[config.mk]
export PLATFORM = sky130hd
export DESIGN_NAME = event_window_accumulator
export DESIGN_NICKNAME = d
export VERILOG_FILES = /design/src/rtl/event_window_accumulator.sv
export SDC_FILE = /design/constraint.sdc
export NUM_CORES = 1
export LEC_CHECK = 0
export ABC_AREA = 1
export CAP_MARGIN = 20
export CORE_MARGIN = 2
export CORE_UTILIZATION = 35
export DETAILED_ROUTE_END_ITERATION = 8
export HOLD_SLACK_MARGIN = 0.12
export SYNTH_ARGS = -nofsm -noshare
export SYNTH_HDL_FRONTEND = slang
export SYNTH_SLANG_ARGS = --single-unit
[constraint.sdc]
create_clock -name clk -period 4.78 [get_ports clk]
set_input_delay 0.956 -clock clk [delete_from_list [all_inputs] [get_ports clk]]
set_output_delay 0.956 -clock clk [all_outputs]
set_load 0.02 [all_outputs]
[src/rtl/event_window_accumulator.sv]
// Event window accumulator: producer side of the window-sum interface read by
// MotionComputer. Accepts DVS events over valid/ready, splits time into
// back-to-back early and late windows of WINDOW_CYCLES each, accumulates
// centred signed coordinate sums and event counts per window, and after every
// late window presents both windows' results with a one-cycle trigger pulse.
module event_window_accumulator #(
  parameter int X_BITS         = 7,
  parameter int Y_BITS         = 7,
  parameter int ACC_SUM_BITS   = 18,
  parameter int ACC_COUNT_BITS = 12,
  parameter int WINDOW_CYCLES  = 600000
) (
  input  logic                      clk,
  input  logic                      rst_n,
  input  logic                      enable,
  input  logic                      ev_valid,
  input  logic [X_BITS-1:0]         ev_x,
  input  logic [Y_BITS-1:0]         ev_y,
  output logic                      ev_ready,
  output logic                      trigger,
  output logic [ACC_SUM_BITS-1:0]   early_sum_x,
  output logic [ACC_SUM_BITS-1:0]   early_sum_y,
  output logic [ACC_COUNT_BITS-1:0] early_count,
  output logic [ACC_SUM_BITS-1:0]   late_sum_x,
  output logic [ACC_SUM_BITS-1:0]   late_sum_y,
  output logic [ACC_COUNT_BITS-1:0] late_count
);

  localparam int CNT_BITS = (WINDOW_CYCLES > 1) ? $clog2(WINDOW_CYCLES) : 1;
  localparam logic [CNT_BITS-1:0] LAST_CYCLE = CNT_BITS'(WINDOW_CYCLES - 1);

  // Midpoints of the coordinate ranges; XOR with these flips the MSB, which
  // is exactly "value minus 2^(BITS-1)" in two's complement.
  localparam logic [X_BITS-1:0] X_MID = X_BITS'(1) << (X_BITS - 1);
  localparam logic [Y_BITS-1:0] Y_MID = Y_BITS'(1) << (Y_BITS - 1);

  localparam logic [ACC_SUM_BITS-1:0] SUM_MAX = {1'b0, {(ACC_SUM_BITS-1){1'b1}}};
  localparam logic [ACC_SUM_BITS-1:0] SUM_MIN = {1'b1, {(ACC_SUM_BITS-1){1'b0}}};

  typedef enum logic [1:0] {
    ST_IDLE,
    ST_EARLY,
    ST_LATE,
    ST_EMIT
  } state_t;

  // One window's running results.
  typedef struct packed {
    logic [ACC_SUM_BITS-1:0]   sum_x;
    logic [ACC_SUM_BITS-1:0]   sum_y;
    logic [ACC_COUNT_BITS-1:0] count;
  } win_acc_t;

  state_t                state_q, state_nxt;
  logic [CNT_BITS-1:0]   win_cnt_q, win_cnt_nxt;

  win_acc_t              early_q, late_q;
  win_acc_t              early_nxt, late_nxt;
  win_acc_t              early_out_q, late_out_q;

  logic                  ev_accept;
  logic [ACC_SUM_BITS-1:0] ev_off_x, ev_off_y;

  // Centre an x coordinate around zero and sign-extend to the sum width.
  function automatic logic [ACC_SUM_BITS-1:0] centre_x(input logic [X_BITS-1:0] v);
    logic [X_BITS-1:0] off;
    off = v ^ X_MID;
    return {{(ACC_SUM_BITS-X_BITS){off[X_BITS-1]}}, off};
  endfunction

  // Centre a y coordinate around zero and sign-extend to the sum width.
  function automatic logic [ACC_SUM_BITS-1:0] centre_y(input logic [Y_BITS-1:0] v);
    logic [Y_BITS-1:0] off;
    off = v ^ Y_MID;
    return {{(ACC_SUM_BITS-Y_BITS){off[Y_BITS-1]}}, off};
  endfunction

  // Signed add that clamps at the representable extremes instead of wrapping.
  function automatic logic [ACC_SUM_BITS-1:0] sat_add(input logic [ACC_SUM_BITS-1:0] acc,
                                                      input logic [ACC_SUM_BITS-1:0] d);
    logic [ACC_SUM_BITS:0] wide;
    wide = {acc[ACC_SUM_BITS-1], acc} + {d[ACC_SUM_BITS-1], d};
    if (wide[ACC_SUM_BITS] != wide[ACC_SUM_BITS-1]) begin
      return wide[ACC_SUM_BITS] ? SUM_MIN : SUM_MAX;
    end
    return wide[ACC_SUM_BITS-1:0];
  endfunction

  // Fold one event into a window. A saturated count freezes the whole window,
  // so sums and count always describe the same set of events.
  function automatic win_acc_t accumulate(input win_acc_t acc,
                                          input logic [ACC_SUM_BITS-1:0] dx,
                                          input logic [ACC_SUM_BITS-1:0] dy);
    win_acc_t res;
    res = acc;
    if (!(&acc.count)) begin
      res.sum_x = sat_add(acc.sum_x, dx);
      res.sum_y = sat_add(acc.sum_y, dy);
      res.count = acc.count + 1'b1;
    end
    return res;
  endfunction

  assign ev_accept = ev_valid && ev_ready;
  assign ev_off_x  = centre_x(ev_x);
  assign ev_off_y  = centre_y(ev_y);

  // Next-state and window-counter logic; enable low overrides every state.
  always_comb begin
    // NOTE: every combinational output gets a default before any branch, so no
    // path leaves a signal unassigned and no latch is inferred.
    state_nxt   = state_q;
    win_cnt_nxt = win_cnt_q;
    if (!enable) begin
      state_nxt   = ST_IDLE;
      win_cnt_nxt = '0;
    end else begin
      unique case (state_q)
        ST_IDLE: begin
          state_nxt   = ST_EARLY;
          win_cnt_nxt = '0;
        end
        ST_EARLY: begin
          if (win_cnt_q == LAST_CYCLE) begin
            state_nxt   = ST_LATE;
            win_cnt_nxt = '0;
          end else begin
            win_cnt_nxt = win_cnt_q + 1'b1;
          end
        end
        ST_LATE: begin
          if (win_cnt_q == LAST_CYCLE) begin
            state_nxt   = ST_EMIT;
            win_cnt_nxt = '0;
          end else begin
            win_cnt_nxt = win_cnt_q + 1'b1;
          end
        end
        ST_EMIT: begin
          state_nxt   = ST_EARLY;
          win_cnt_nxt = '0;
        end
        default: begin
          state_nxt   = ST_IDLE;
          win_cnt_nxt = '0;
        end
      endcase
    end
  end

  // Route an accepted event into the window that is open on this cycle.
  always_comb begin
    early_nxt = early_q;
    late_nxt  = late_q;
    if (ev_accept && (state_q == ST_EARLY)) begin
      early_nxt = accumulate(early_q, ev_off_x, ev_off_y);
    end
    if (ev_accept && (state_q == ST_LATE)) begin
      late_nxt = accumulate(late_q, ev_off_x, ev_off_y);
    end
  end

  // State and window counter registers.
  always_ff @(posedge clk or negedge rst_n) begin
    // NOTE: sequential state uses non-blocking assignments so every register
    // updates from pre-edge values regardless of block ordering.
    if (!rst_n) begin
      state_q   <= ST_IDLE;
      win_cnt_q <= '0;
    end else begin
      state_q   <= state_nxt;
      win_cnt_q <= win_cnt_nxt;
    end
  end

  // Registered decodes of the upcoming state: ready while a window is open,
  // trigger for the single EMIT cycle.
  always_ff @(posedge clk or negedge rst_n) begin
    if (!rst_n) begin
      ev_ready <= 1'b0;
      trigger  <= 1'b0;
    end else begin
      ev_ready <= (state_nxt == ST_EARLY) || (state_nxt == ST_LATE);
      trigger  <= (state_nxt == ST_EMIT);
    end
  end

  // Window accumulators; cleared on leaving the windows, either to EMIT
  // (results handed over) or to IDLE (partial window discarded).
  always_ff @(posedge clk or negedge rst_n) begin
    if (!rst_n) begin
      early_q <= '0;
      late_q  <= '0;
    end else if ((state_nxt == ST_IDLE) || (state_nxt == ST_EMIT)) begin
      early_q <= '0;
      late_q  <= '0;
    end else begin
      early_q <= early_nxt;
      late_q  <= late_nxt;
    end
  end

  // Result registers: capture the final window values, including an event
  // accepted on the last LATE cycle, on the edge that raises trigger.
  always_ff @(posedge clk or negedge rst_n) begin
    if (!rst_n) begin
      early_out_q <= '0;
      late_out_q  <= '0;
    end else if (state_nxt == ST_EMIT) begin
      early_out_q <= early_nxt;
      late_out_q  <= late_nxt;
    end
  end

  assign early_sum_x = early_out_q.sum_x;
  assign early_sum_y = early_out_q.sum_y;
  assign early_count = early_out_q.count;
  assign late_sum_x  = late_out_q.sum_x;
  assign late_sum_y  = late_out_q.sum_y;
  assign late_count  = late_out_q.count;

endmodule

* After elaboration in Yosys (flattened, before gate mapping)
Index checks and enable logic that the tools add are counted.
W data, S select, Z words.
** Cells by class
- Reductions and logical operators :: 11
- Muxes and demuxes :: 37
- Equality and inequality tests :: 11
- Bitwise operators :: 2
- Add/sub/neg operators :: 7
** Operators with widths (number)
- $mux W48 :: 6
- $mux W18 :: 12
- $add A18 B7 Y19 :: 4
- $mux W20 :: 2
- $pmux W20 S2 :: 1
- $add A12 B1 Y12 const B :: 2
- $reduce_and A12 Y1 :: 2
- $add A20 B1 Y20 const B :: 1
- $eq A20 B20 Y1 const B :: 1
- $mux W1 :: 12
- $eq A2 B2 Y1 const B :: 4
- $mux W2 :: 3
- $pmux W2 S3 :: 1
- $eq A2 B1 Y1 const B :: 2
- $logic_not A2 Y1 :: 2
- $ne A1 B1 Y1 :: 4
- $reduce_or A2 Y1 :: 2
- $logic_and A1 B1 Y1 :: 3
- $logic_or A1 B1 Y1 :: 2
- $not A1 Y1 :: 2
** Storage, ports and cells
- Register bits after elaboration :: 216
- Input port bits :: 18
- Word-level logic and storage cells :: 84

* Longest topological paths before layout
Gate-level depths: netlist of run 1.
- Depth after elaboration :: 10
- Gate-level depth with buffers :: 20

* Worst setup path after synthesis of run 1
OpenSTA, ideal clock, no wires.
- Path type :: input -> register
- Start point :: input port ev_y[6]
- End point :: register late_out_q, in the netlist late_sum_y[14]
- Stages on the path :: 19
- Library setup time :: 0.066 ns
- Arrival :: 3.864 ns
- Path buffers :: 2
- Required time :: 4.714 ns
- Slack :: 0.851 ns
- Cell sequence :: inv_1 ha_1 a21o_1 nor2_1 nor3_1 nor2_1 nand2_1 nand2_1 nand2_1 a21oi_1 xor2_1 ha_1 clkbuf_1 inv_1 clkbuf_1 nand3_1 nand3_1 nand3_1 nand2_1
** Between the ends
- Word-level cells in the longest chain between the ends :: 9
- Elaborated cells between the ends (all ways) :: 11
** RTL lines
- start: declaration :: line 18 : input logic [Y_BITS-1:0] ev_y,
- $not A1 Y1 (no source line) (*)
- $add A18 B7 Y19 (*) :: line 82 : wide = {acc[ACC_SUM_BITS-1], acc} + {d[ACC_SUM_BITS-1], d};
- $ne A1 B1 Y1 :: line 83 : if (wide[ACC_SUM_BITS] != wide[ACC_SUM_BITS-1]) begin
- $mux W1 :: line 83
- $mux W1 :: line 96 : if (!(&acc.count)) begin
- $mux W1 :: line 158 : if (ev_accept && (state_q == ST_LATE)) begin
- $mux W18 (*) :: line 86 : return wide[ACC_SUM_BITS-1:0];
- $mux W48 (*) :: line 96
- $mux W48 (*) :: line 158
- end signal: assignment :: line 211 : late_out_q <= late_nxt;
- end: declaration :: line 59 : win_acc_t early_out_q, late_out_q;
Mark *: on every way between the ends. The rest lies on a longest branch, timed or not. The select of a mux whose other input is x is not followed.
A chain may end at the register's enable or synchronous reset.

* Final worst setup path of run 1
- Start point :: input port ev_y[6]
- End point :: register late_out_q, in the netlist late_sum_y[10]
The elaborated chain is that of the path after synthesis.

==> results of run 1 <==
==> per-stage QoR <==
step,total power [mW],utilization (%)
after CTS,6.96,42.1
after detailed placement,4.78,39.7
after global placement,4.76,39.7
final,6.86,42.1
after global routing,7.30,42.1
after floorplan,3.80,-
==> registers in the layout, indices dropped and copies added (netlist names) <==
signal / count
early_q: 48
late_count: 12
early_sum_x: 18
ev_ready: 1
early_sum_y: 18
win_cnt_q: 20
late_sum_y: 18
late_q: 48
late_sum_x: 18
state_q: 2
trigger: 1
early_count: 12
==> power breakdown <==
| part | total, mW | leakage [nW] | switching (mW) | internal (mW) |
|---|---|---|---|---|
| combinational | 2.45 | 4.72 | 1.56 | 0.887 |
| clock | 2.13 | 0.442 | 0.816 | 1.31 |
| sequential | 2.28 | 2.99 | 0.173 | 2.11 |
| total | 6.86 | 8.15 | 2.55 | 4.30 |
==> final cells by class <==
cell class,count,area (um2)
clock buffers,37,753
fillers,3942,22400
inverters,120,457
well taps,518,648
flip-flops and latches,216,5410
multi-input cells,1450,7590
repair buffers,124,1260
clock inverters,9,159
==> cell families after synthesis <==
logic type,after synthesis,synth area share (%)
AO/OA/AOI/OAI,198,8.34
XOR/XNOR,51,3.26
AND/OR/NAND/NOR,1111,35.4
flip-flops,216,39.5
adder cells (fa/ha/maj),88,8.26
multiplexers,2,0.146
buffers and inverters,173,5.17
==> cells in the final DEF (no fill, tap or decap), types with 8 or more instances in the layout <==
master and count:
a21o_1 8, a21oi_1 81, a31oi_1 14, clkbuf_16 27, clkdlybuf4s50_1 114, dfrtp_1 216
ha_1 83, inv_1 115, nand2_1 563, nand2_2 18, nand3_1 195, nand3_2 8
nor2_1 204, nor3_1 11, nor4_1 8, o21ai_0 56, o21bai_1 15, or2_1 55
or2_2 20, xnor2_1 10, xor2_1 41
==> critical path, delay by kind of cell <==
| kind | cells | cell delay (ps) |
|---|---|---|
| AOI/OAI and AO/OA | 2 | 460 |
| xor gates and xnor gates | 1 | 110 |
| adders and majority gates | 2 | 860 |
| buffers and inverters | 3 | 680 |
| and+or+nand+nor | 9 | 1390 |
==> worst min-delay path by stage <==
| stage | endpoint | slack (ps) | cells after the start |
|---|---|---|---|
| 5_1_grt | early_q[25] | 470 | 1 |
| 3_3_place_gp | win_cnt_q[0] | 440 | 1 |
| 6_report | early_sum_y[9] | 400 | 1 |
| 4_1_cts | early_q[25] | 430 | 1 |
| 3_5_place_dp | win_cnt_q[0] | 460 | 1 |
| 2_1_floorplan | win_cnt_q[0] | 420 | 1 |
==> layer usage <==
layer | global-route usage, % | vias to the layer above
li1 | - | 6179
met1 | 24.9 | 5675
met2 | 28.6 | 196
met3 | 3.29 | 47
met4 | 4.73 | 0
met5 | 0 | -
==> flow_summary.json, run 1 <==
{
  "outcome": "finished, final reports clean",
  "syn_to_final_growth_pct": 18.8,
  "io_pins": 116,
  "setup_viol": 0,
  "fin_nets": 2045,
  "synth_area_per_cell_um2": 7.45,
  "grt_start_max_net_pins": 95,
  "globalplace.congestion": 0.896,
  "timing.critical_path.to": "late_sum_y[10]",
  "routed_via_density": 4.89,
  "first_iter_violations": 562,
  "critical_path.endpoint_type": "flop",
  "max_slew_margin_pct": 33.3,
  "cts_resized": 0,
  "synth_area_leader_cell": "dfrtp_1",
  "ant_nets": 0,
  "wl_met1_mm": 17.8,
  "fin_skew_ps": 30.4,
  "fmax_ghz": 0.251,
  "rsz0062_at_grt": "false",
  "yosysWarnings": 0,
  "cts_buffers": 27,
  "numPortBuffers": 115,
  "clock_latency_ps": 570,
  "final_hold_viol_count": 0,
  "fp.dieW_um": 202,
  "first_global_vias": 12045,
  "cts_hold_buf": 0,
  "dr_total_vias": 12097,
  "critical_path_required_ps": 5280,
  "r2r_cells": 16,
  "design.die.area_um2": 40700,
  "yosysSeqAreaShare_pct": 39.5,
  "critPathSlowestCell": "ha_1",
  "synth_top_area_share_pct": 39.5,
  "critPathKind": "primary input to flop",
  "clk_pin_slew_ps": 60,
  "cts_post_setup_buffers_inserted": 0,
  "synth_common_cells": "nand2_1, dfrtp_1, nor2_1",
  "cp_cell_sequence": "clkdlybuf4s50_1, inv_1, buf_12, ha_1, a21oi_1, nand3_1, nand3_1, nand2_1, nand2_1, nand2_1, a21oi_1, xor2_1, ha_1, nand3_2, nand3_1, nand3_1, nand2_1",
  "finalCritPeriodShare_pct": 83.4,
  "r2r-end": "late_sum_y[10]",
  "std_cell_rows": 72,
  "start_kind": "primary input",
  "cts_sinks": 216,
  "tns_ps": 0,
  "leakage_nw": 8.15,
  "grtUsageTotal_pct": 17.9,
  "ir_drop_uv": 259,
  "synthCells": 1839,
  "hp-class": "primary input to asynchronous set/reset pin",
  "max_slew.worst_pin.slew_ps": 1000,
  "top_layer_used": "met4",
  "crit_start": "ev_y[6]",
  "cp_max_fo": 24,
  "synth_nets": 1945,
  "synthArstFlopShare_pct": 100,
  "min_period_ps": 3990,
  "ys_types": 50,
  "htreeDepth": 1,
  "design.core.area_um2": 38600,
  "cts-root-buf": "clkbuf_16",
  "slew_viol_final": 0,
  "cp.arrival_ps": 4490,
  "grt_pass1_wl_mm": 60.8,
  "first_pass_iters": 4,
  "synth_area_leaders": "dfrtp_1, nand2_1, ha_1, nand3_1, nor2_1",
  "power_density_nw_per_um2": 421,
  "start_util_pct": 35.5,
  "drt_drc_violations_left": 0,
  "die_h_um": 202,
  "drive_gt1_share_pct": 6.03,
  "routed_wl_mm": 36.2,
  "final_area_um2": 16300,
  "cts_tree": "built",
  "setup_slack_ps": 791,
  "diodes": 0,
  "r2r_slack_ps": 1460,
  "whs_ps": 404,
  "dp_hpwl_mm": 25.3,
  "cts_max_path_buffers": 3,
  "dpl_cell_area_um2": 15400,
  "grt_overflow_total": 0,
  "timing.rr.start": "late_q[14]",
  "wl_met2_mm": 15.8,
  "ys.flop_type": "dfrtp_1",
  "routedWlPerCell_um": 14.6,
  "ys_seq_elements": 216,
  "pre_cts_slack_ps": 256,
  "synthesis.area_um2": 13700,
  "max_stage_delay_ps": 480,
  "antenna_found_initial": 1,
  "wl_met3_mm": 1.72,
  "yosysMostFrequentCell": "nand2_1",
  "cap_violations": 0,
  "post-place-cells": 2428,
  "synth_edf_count": 0,
  "final_cells": 2474
}
(Power assumes the default switching activity.)
==> run 2, diff against run 1 <==
==> constraint.sdc (replaced) <==
create_clock -name clk -period 3.58 [get_ports clk]
set_input_delay 0.716 -clock clk [delete_from_list [all_inputs] [get_ports clk]]
set_output_delay 0.716 -clock clk [all_outputs]
set_load 0.02 [all_outputs]
==> run 2 against run 1 <==
Against the previous run: combinational power rose by 47%; cell count is 5.3% higher; global-route usage is 0.54 points higher; highest routed layer is now met5; count of clock-buffer cells in the layout up 3; design area is 7.0% higher; flip-flop and latch count stayed put; largest cell class unchanged; critical endpoint is now late_sum_y[15].
==> flow_summary.json, run 2 (synthesis gave the netlist of run 1 again) <==
{
  "die_h_um": 202,
  "fmax_ghz": 0.300,
  "dr_total_vias": 12518,
  "seqCellArea_um2": 5410,
  "clock_latency_ps": 560,
  "layout_common_cells": "nand2_1, dfrtp_1, nor2_1",
  "whs_ps": 454,
  "critical_path.endpoint_type": "flop",
  "design.die.area_um2": 40700,
  "outcome": "finished, final reports clean",
  "routedWlPerCell_um": 14.1,
  "numPortBuffers": 115,
  "io_pins": 116,
  "cp_cell_sequence": "clkdlybuf4s50_1, clkinvlp_4, buf_12, ha_1, nand2_1, a21oi_1, nor2_1, nor3_1, nor2_1, nand2_1, nand2_1, nand2_1, a21oi_2, xor2_1, ha_1, inv_1, buf_4, nand3_1, nand3_1, nand3_1, nand2_1",
  "top_regs": "early_q x48, late_q x48, win_cnt_q x20",
  "holdPathStages": 1,
  "grt_pass1_wl_mm": 62.7,
  "fillers": 3859,
  "first_iter_violations": 563,
  "holdPathEnd": "win_cnt_q[0]",
  "start_kind": "primary input",
  "ir_drop_uv": 393,
  "multiInputGateArea_um2": 7690,
  "clk_pin_slew_ps": 60,
  "r2r_slack_ps": 630,
  "max_slew_margin_pct": 63.6,
  "critPathKind": "primary input to flop",
  "power_mw": 9.32,
  "ant_nets": 0,
  "power_density_nw_per_um2": 535,
  "max_slew.worst_pin.slew_ps": 547,
  "r2r-end": "late_q[1]",
  "diodes": 0,
  "cap_violations": 0,
  "crit_top_cell": "nand2_1",
  "cpLargestDelayFamily": "simple AND/OR/NAND/NOR gates",
  "final_common_cell": "nand2_1",
  "max_stage_delay_ps": 500,
  "grt_start_max_net_pins": 93,
  "globalplace.congestion": 0.880,
  "drive_gt1_share_pct": 12.5,
  "htreeDepth": 1,
  "critical_path_required_ps": 4070,
  "drt_drc_violations_left": 0,
  "routed_via_density": 4.80,
  "antenna_found_initial": 2,
  "fin_nets": 2176,
  "hp-class": "flop to flop",
  "routed_wl_mm": 36.7,
  "cts-root-buf": "clkbuf_16",
  "grt_overflow_total": 0,
  "cts_tree": "built",
  "tns_ps": 0,
  "cts_sinks": 216,
  "crit_buf_inv": 5,
  "final_hold_viol_count": 0,
  "std_cell_rows": 72,
  "cts_buffers": 27,
  "worstHoldStart": "win_cnt_q[0]",
  "start_util_pct": 35.5,
  "timing.rr.start": "win_cnt_q[0]",
  "syn_to_final_growth_pct": 27.1,
  "rsz0062_at_grt": "true",
  "first_pass_iters": 5,
  "dp_hpwl_mm": 26.5,
  "cp_max_fo": 20,
  "fp.dieW_um": 202,
  "grtUsageTotal_pct": 18.4,
  "design.core.area_um2": 38600,
  "cp.arrival_ps": 3820,
  "slew_viol_final": 0,
  "fin_skew_ps": 21.5,
  "leakage_nw": 8.80,
  "setup_viol": 0,
  "cts_max_path_buffers": 3,
  "first_global_vias": 12722,
  "critPathSlowestCell": "clkdlybuf4s50_1",
  "cts_post_setup_buffers_inserted": 0,
  "min_period_ps": 3330,
  "r2r_cells": 11,
  "finalCritPeriodShare_pct": 93.1
}
[run 2: worst max-delay path by stage]
stage	startpoint	endpoint	slack, ps	depth (start not counted)
after floorplan	ev_y[6]	late_sum_y[12]	20	19
after global placement	ev_y[6]	early_sum_y[1]	-430	20
after detailed placement	ev_y[6]	early_sum_y[12]	-450	20
after CTS	ev_y[6]	early_sum_y[15]	130	20
after global routing	ev_y[6]	early_sum_y[2]	-30	21
final	ev_y[6]	late_sum_y[15]	250	21
[run 2: final cells by class]
| class | instances | area share (%) |
|---|---|---|
| Sequential cell | 216 | 31.0 |
| Timing Repair Buffer | 255 | 13.5 |
| Multi-Input combinational cell | 1450 | 44.2 |
| Clock inverter | 7 | 0.431 |
| Tap cell | 518 | 3.72 |
| Clock buffer | 40 | 4.51 |
| Inverter | 120 | 2.64 |
[run 2: report_power, final]
group / switching, mW / leakage [nW] / internal [mW]
registers: 0.228 / 2.99 / 2.81
clock network: 1.08 / 0.428 / 1.58
logic: 2.15 / 5.38 / 1.47
[run 2: routing by layer]
| metal | vias up | wire length [um] | global-route usage, % |
|---|---|---|---|
| met1 | 5842 | 17700 | 25.2 |
| li1 | 6461 | - | - |
| met2 | 177 | 16800 | 30.4 |
| met3 | 36 | 1660 | 3.55 |
| met5 | - | 16 | 0 |
| met4 | 2 | 525 | 3.73 |
[run 2: what timing repair did]
item	in CTS	in global routing
resized for setup	0	16
hold endpoints to repair	19	0
setup endpoints to repair	0	64
hold buffers	1	0
[run 2: per-stage QoR]
| stage | worst slack (ps) | cells | area, um2 | utilization [%] |
|---|---|---|---|---|
| 6_report | 246 | 2606 | 17400 | 45.0 |
| 5_1_grt | -32.9 | 2606 | 17400 | 45.0 |
| 4_1_cts | 134 | 2606 | 17300 | 44.8 |
| 3_5_place_dp | -450 | 2558 | 16400 | 42.5 |
| 3_3_place_gp | -427 | 2558 | 16400 | 42.5 |
| 2_1_floorplan | 24.6 | 1839 | 13700 | - |
==> run 3, diff against run 2 <==
--- a/config.mk
+++ b/config.mk
@@ -5,7 +5,6 @@
 export SDC_FILE = /design/constraint.sdc
 export NUM_CORES = 1
 export LEC_CHECK = 0
-export ABC_AREA = 1
 export CAP_MARGIN = 20
 export CORE_MARGIN = 2
 export CORE_UTILIZATION = 35
==> run 3 against run 2 <==
Against the previous run: the flow now finishes with violations (negative setup slack); flip-flop and latch count unchanged; critical path depth fell by 5; clock skew down 10 ps; synthesized cell count fell by 20%; area after synthesis shrank 3.2%; global-route usage is 2.0 points higher; highest routed layer is now met4.
==> flow_summary.json, run 3 <==
{
  "critical_path_required_ps": 4020,
  "fmax_ghz": 0.262,
  "ys.flop_type": "dfrtp_1",
  "synth_edf_count": 0,
  "routed_wl_mm": 40.6,
  "cap_violations": 0,
  "hp-class": "primary input to asynchronous set/reset pin",
  "grt_start_max_net_pins": 147,
  "cp.arrival_ps": 4260,
  "rsz0062_at_grt": "true",
  "diodes": 0,
  "max_stage_delay_ps": 440,
  "cts_max_path_buffers": 3,
  "drt_drc_violations_left": 0,
  "synthArstFlopShare_pct": 100,
  "max_slew_margin_pct": 55.7,
  "min_period_ps": 3820,
  "slew_viol_final": 0,
  "timing.critical_path.to": "late_sum_y[3]",
  "final_core_util_pct": 50.2,
  "routed_via_density": 5.27,
  "drive_gt1_share_pct": 25.9,
  "grt_pass1_wl_mm": 65.5,
  "cts_sinks": 216,
  "fp.dieW_um": 199,
  "synthCells": 1465,
  "critPathSlowestCell": "o41ai_4",
  "layout_common_cells": "buf_4, dfrtp_1, nor2_1",
  "first_pass_iters": 5,
  "syn_to_final_growth_pct": 42.0,
  "io_pins": 116,
  "fillers": 3530,
  "r2r_slack_ps": -240,
  "numPortBuffers": 115,
  "fin_skew_ps": 11.4,
  "leakage_nw": 8.54,
  "ys_seq_elements": 216,
  "setup_slack_ps": -238,
  "dr_total_vias": 12469,
  "die_h_um": 199,
  "fin_nets": 1942,
  "critical_path.endpoint_type": "flop",
  "globalplace.congestion": 0.881,
  "cp_max_fo": 6,
  "cp_cell_sequence": "ha_4, or2_1, a21o_1, a31oi_2, nand2_2, o41ai_4, o21ai_2, a2111oi_4, a311o_1, ha_4, and3_4, o21ai_2, and2_4, buf_8, a31oi_4, mux2_4",
  "routedWlPerCell_um": 17.2,
  "std_cell_rows": 71,
  "final_hold_viol_count": 0,
  "finalCritPeriodShare_pct": 107,
  "cts_buffers": 26,
  "r2r-end": "late_sum_y[3]",
  "ir_drop_uv": 335,
  "synth_common_cells": "dfrtp_1, nor2_1, a21oi_1",
  "critPathKind": "flop to flop",
  "start_kind": "flop",
  "antenna_found_initial": 0,
  "final_common_cell": "buf_4",
  "yosysSeqAreaShare_pct": 40.8,
  "start_util_pct": 35.4,
  "tns_ps": -4930,
  "first_iter_violations": 515,
  "r2r_cells": 16,
  "yosysWarnings": 0,
  "synth_area_per_cell_um2": 9.05,
  "clock_latency_ps": 550,
  "synth_area_leaders": "dfrtp_1, ha_1, nor2_1, a21oi_1, o21ai_0",
  "power_density_nw_per_um2": 599,
  "max_slew.worst_pin.slew_ps": 665,
  "grt_overflow_total": 0,
  "ant_nets": 0,
  "outcome": "finished with violations",
  "htreeDepth": 1,
  "design.core.area_um2": 37500,
  "timing.rr.start": "late_q[19]",
  "dp_hpwl_mm": 27.7,
  "synth_top_area_share_pct": 40.8,
  "synth_area_leader_cell": "dfrtp_1",
  "setup_viol": 33,
  "design.die.area_um2": 39500,
  "first_global_vias": 12743,
  "grtUsageTotal_pct": 20.4,
  "violations": "negative setup slack",
  "ys_types": 83,
  "synthesis.area_um2": 13300,
  "clk_pin_slew_ps": 60,
  "crit_start": "late_q[19]",
  "yosysMostFrequentCell": "dfrtp_1",
  "cts_tree": "built",
  "cts-root-buf": "clkbuf_16",
  "synth_nets": 1571,
  "top_regs": "early_q x48, late_q x48, win_cnt_q x20"
}
[run 3: cell types whose count changed in the layout (fill, tap and decap cells not counted), sizes merged, moves of 18 or more]
cell   change
and2      +25
xnor2     +33
a21oi     +43
o21ai     +65
nand2    -513
a21o      +18
nand3    -152
inv       -79
and3      +25
nor2      -22
buf      +157
a31oi     +33
or3       +20
or2       -70
[run 3: cells by family after synthesis]
| group | count (synthesis) | share of synthesized area [%] |
|---|---|---|
| simple gates | 479 | 17.6 |
| compound gates | 471 | 22.9 |
| flops | 216 | 40.8 |
| buf+inv | 113 | 3.33 |
| fa+ha+maj | 89 | 8.61 |
| xor+xnor | 72 | 4.76 |
| mux | 25 | 2.02 |
[run 3: layout make-up]
class                      count  area, um2  share of cell area (%)
multi-input combinational   1137       8090                    43.0
sequential                   216       5410                    28.7
timing repair buffer         412       3600                    19.1
clock buffer                  34        742                    3.94
tap                          511        639                    3.39
clock inverter                14        188                   0.997
inverter                      43        169                   0.897
[run 3: routing by layer]
layer | routed length (um) | track usage (%)
met5 | 0 | 0
met4 | 1050 | 5.61
met3 | 1520 | 2.92
met2 | 19600 | 35.0
met1 | 18500 | 26.8
[run 3: repair_timing]
action                                  4_1_cts  5_1_grt
hold buffers                                  0        0
buffers inserted                             29        8
gates resized for setup                      97       48
pin swaps                                    46       46
endpoints found under the setup margin       71       66
endpoints found under the hold margin         0        0
gates cloned                                  2        2
[run 3: through the flow]
step | total power [mW] | cells | cell area [um2] | hold WS, ps | worst slack, ps
floorplan | 5.69 | 1465 | 13400 | 420 | -829
global placement | 7.86 | 2281 | 16900 | 471 | -1320
detailed placement | 7.91 | 2281 | 16900 | 478 | -1410
CTS | 11.2 | 2359 | 18500 | 181 | -199
global route | 12.0 | 2367 | 18800 | 214 | -406
finish | 11.3 | 2367 | 18800 | 166 | -238
[run 3: how the worst min path moves through the flow]
stage	start	end	slack, ps
after floorplan	rst_n	early_count[0]	420
after global placement	win_cnt_q[0]	win_cnt_q[0]	470
after detailed placement	early_sum_y[11]	early_sum_y[11]	480
after CTS	rst_n	early_count[4]	180
after global routing	rst_n	early_sum_x[6]	210
final	rst_n	early_count[4]	170
[run 3: critical path: cells and delay by family, from the launching register on]
kind                       cells  cell delay (ps)
AOI/OAI and AO/OA              8             1700
and+or+nand+nor                4              690
adders and majority gates      2              500
DFF                            1              410
muxes                          1              270
buffers and inverters          1              130
[run 3: where the power goes]
part	total (mW)	internal, mW	switching [mW]
Combinational	5.12	2.32	2.79
Clock	2.86	1.75	1.10
Sequential	3.31	2.93	0.379
Total	11.3	7.01	4.28
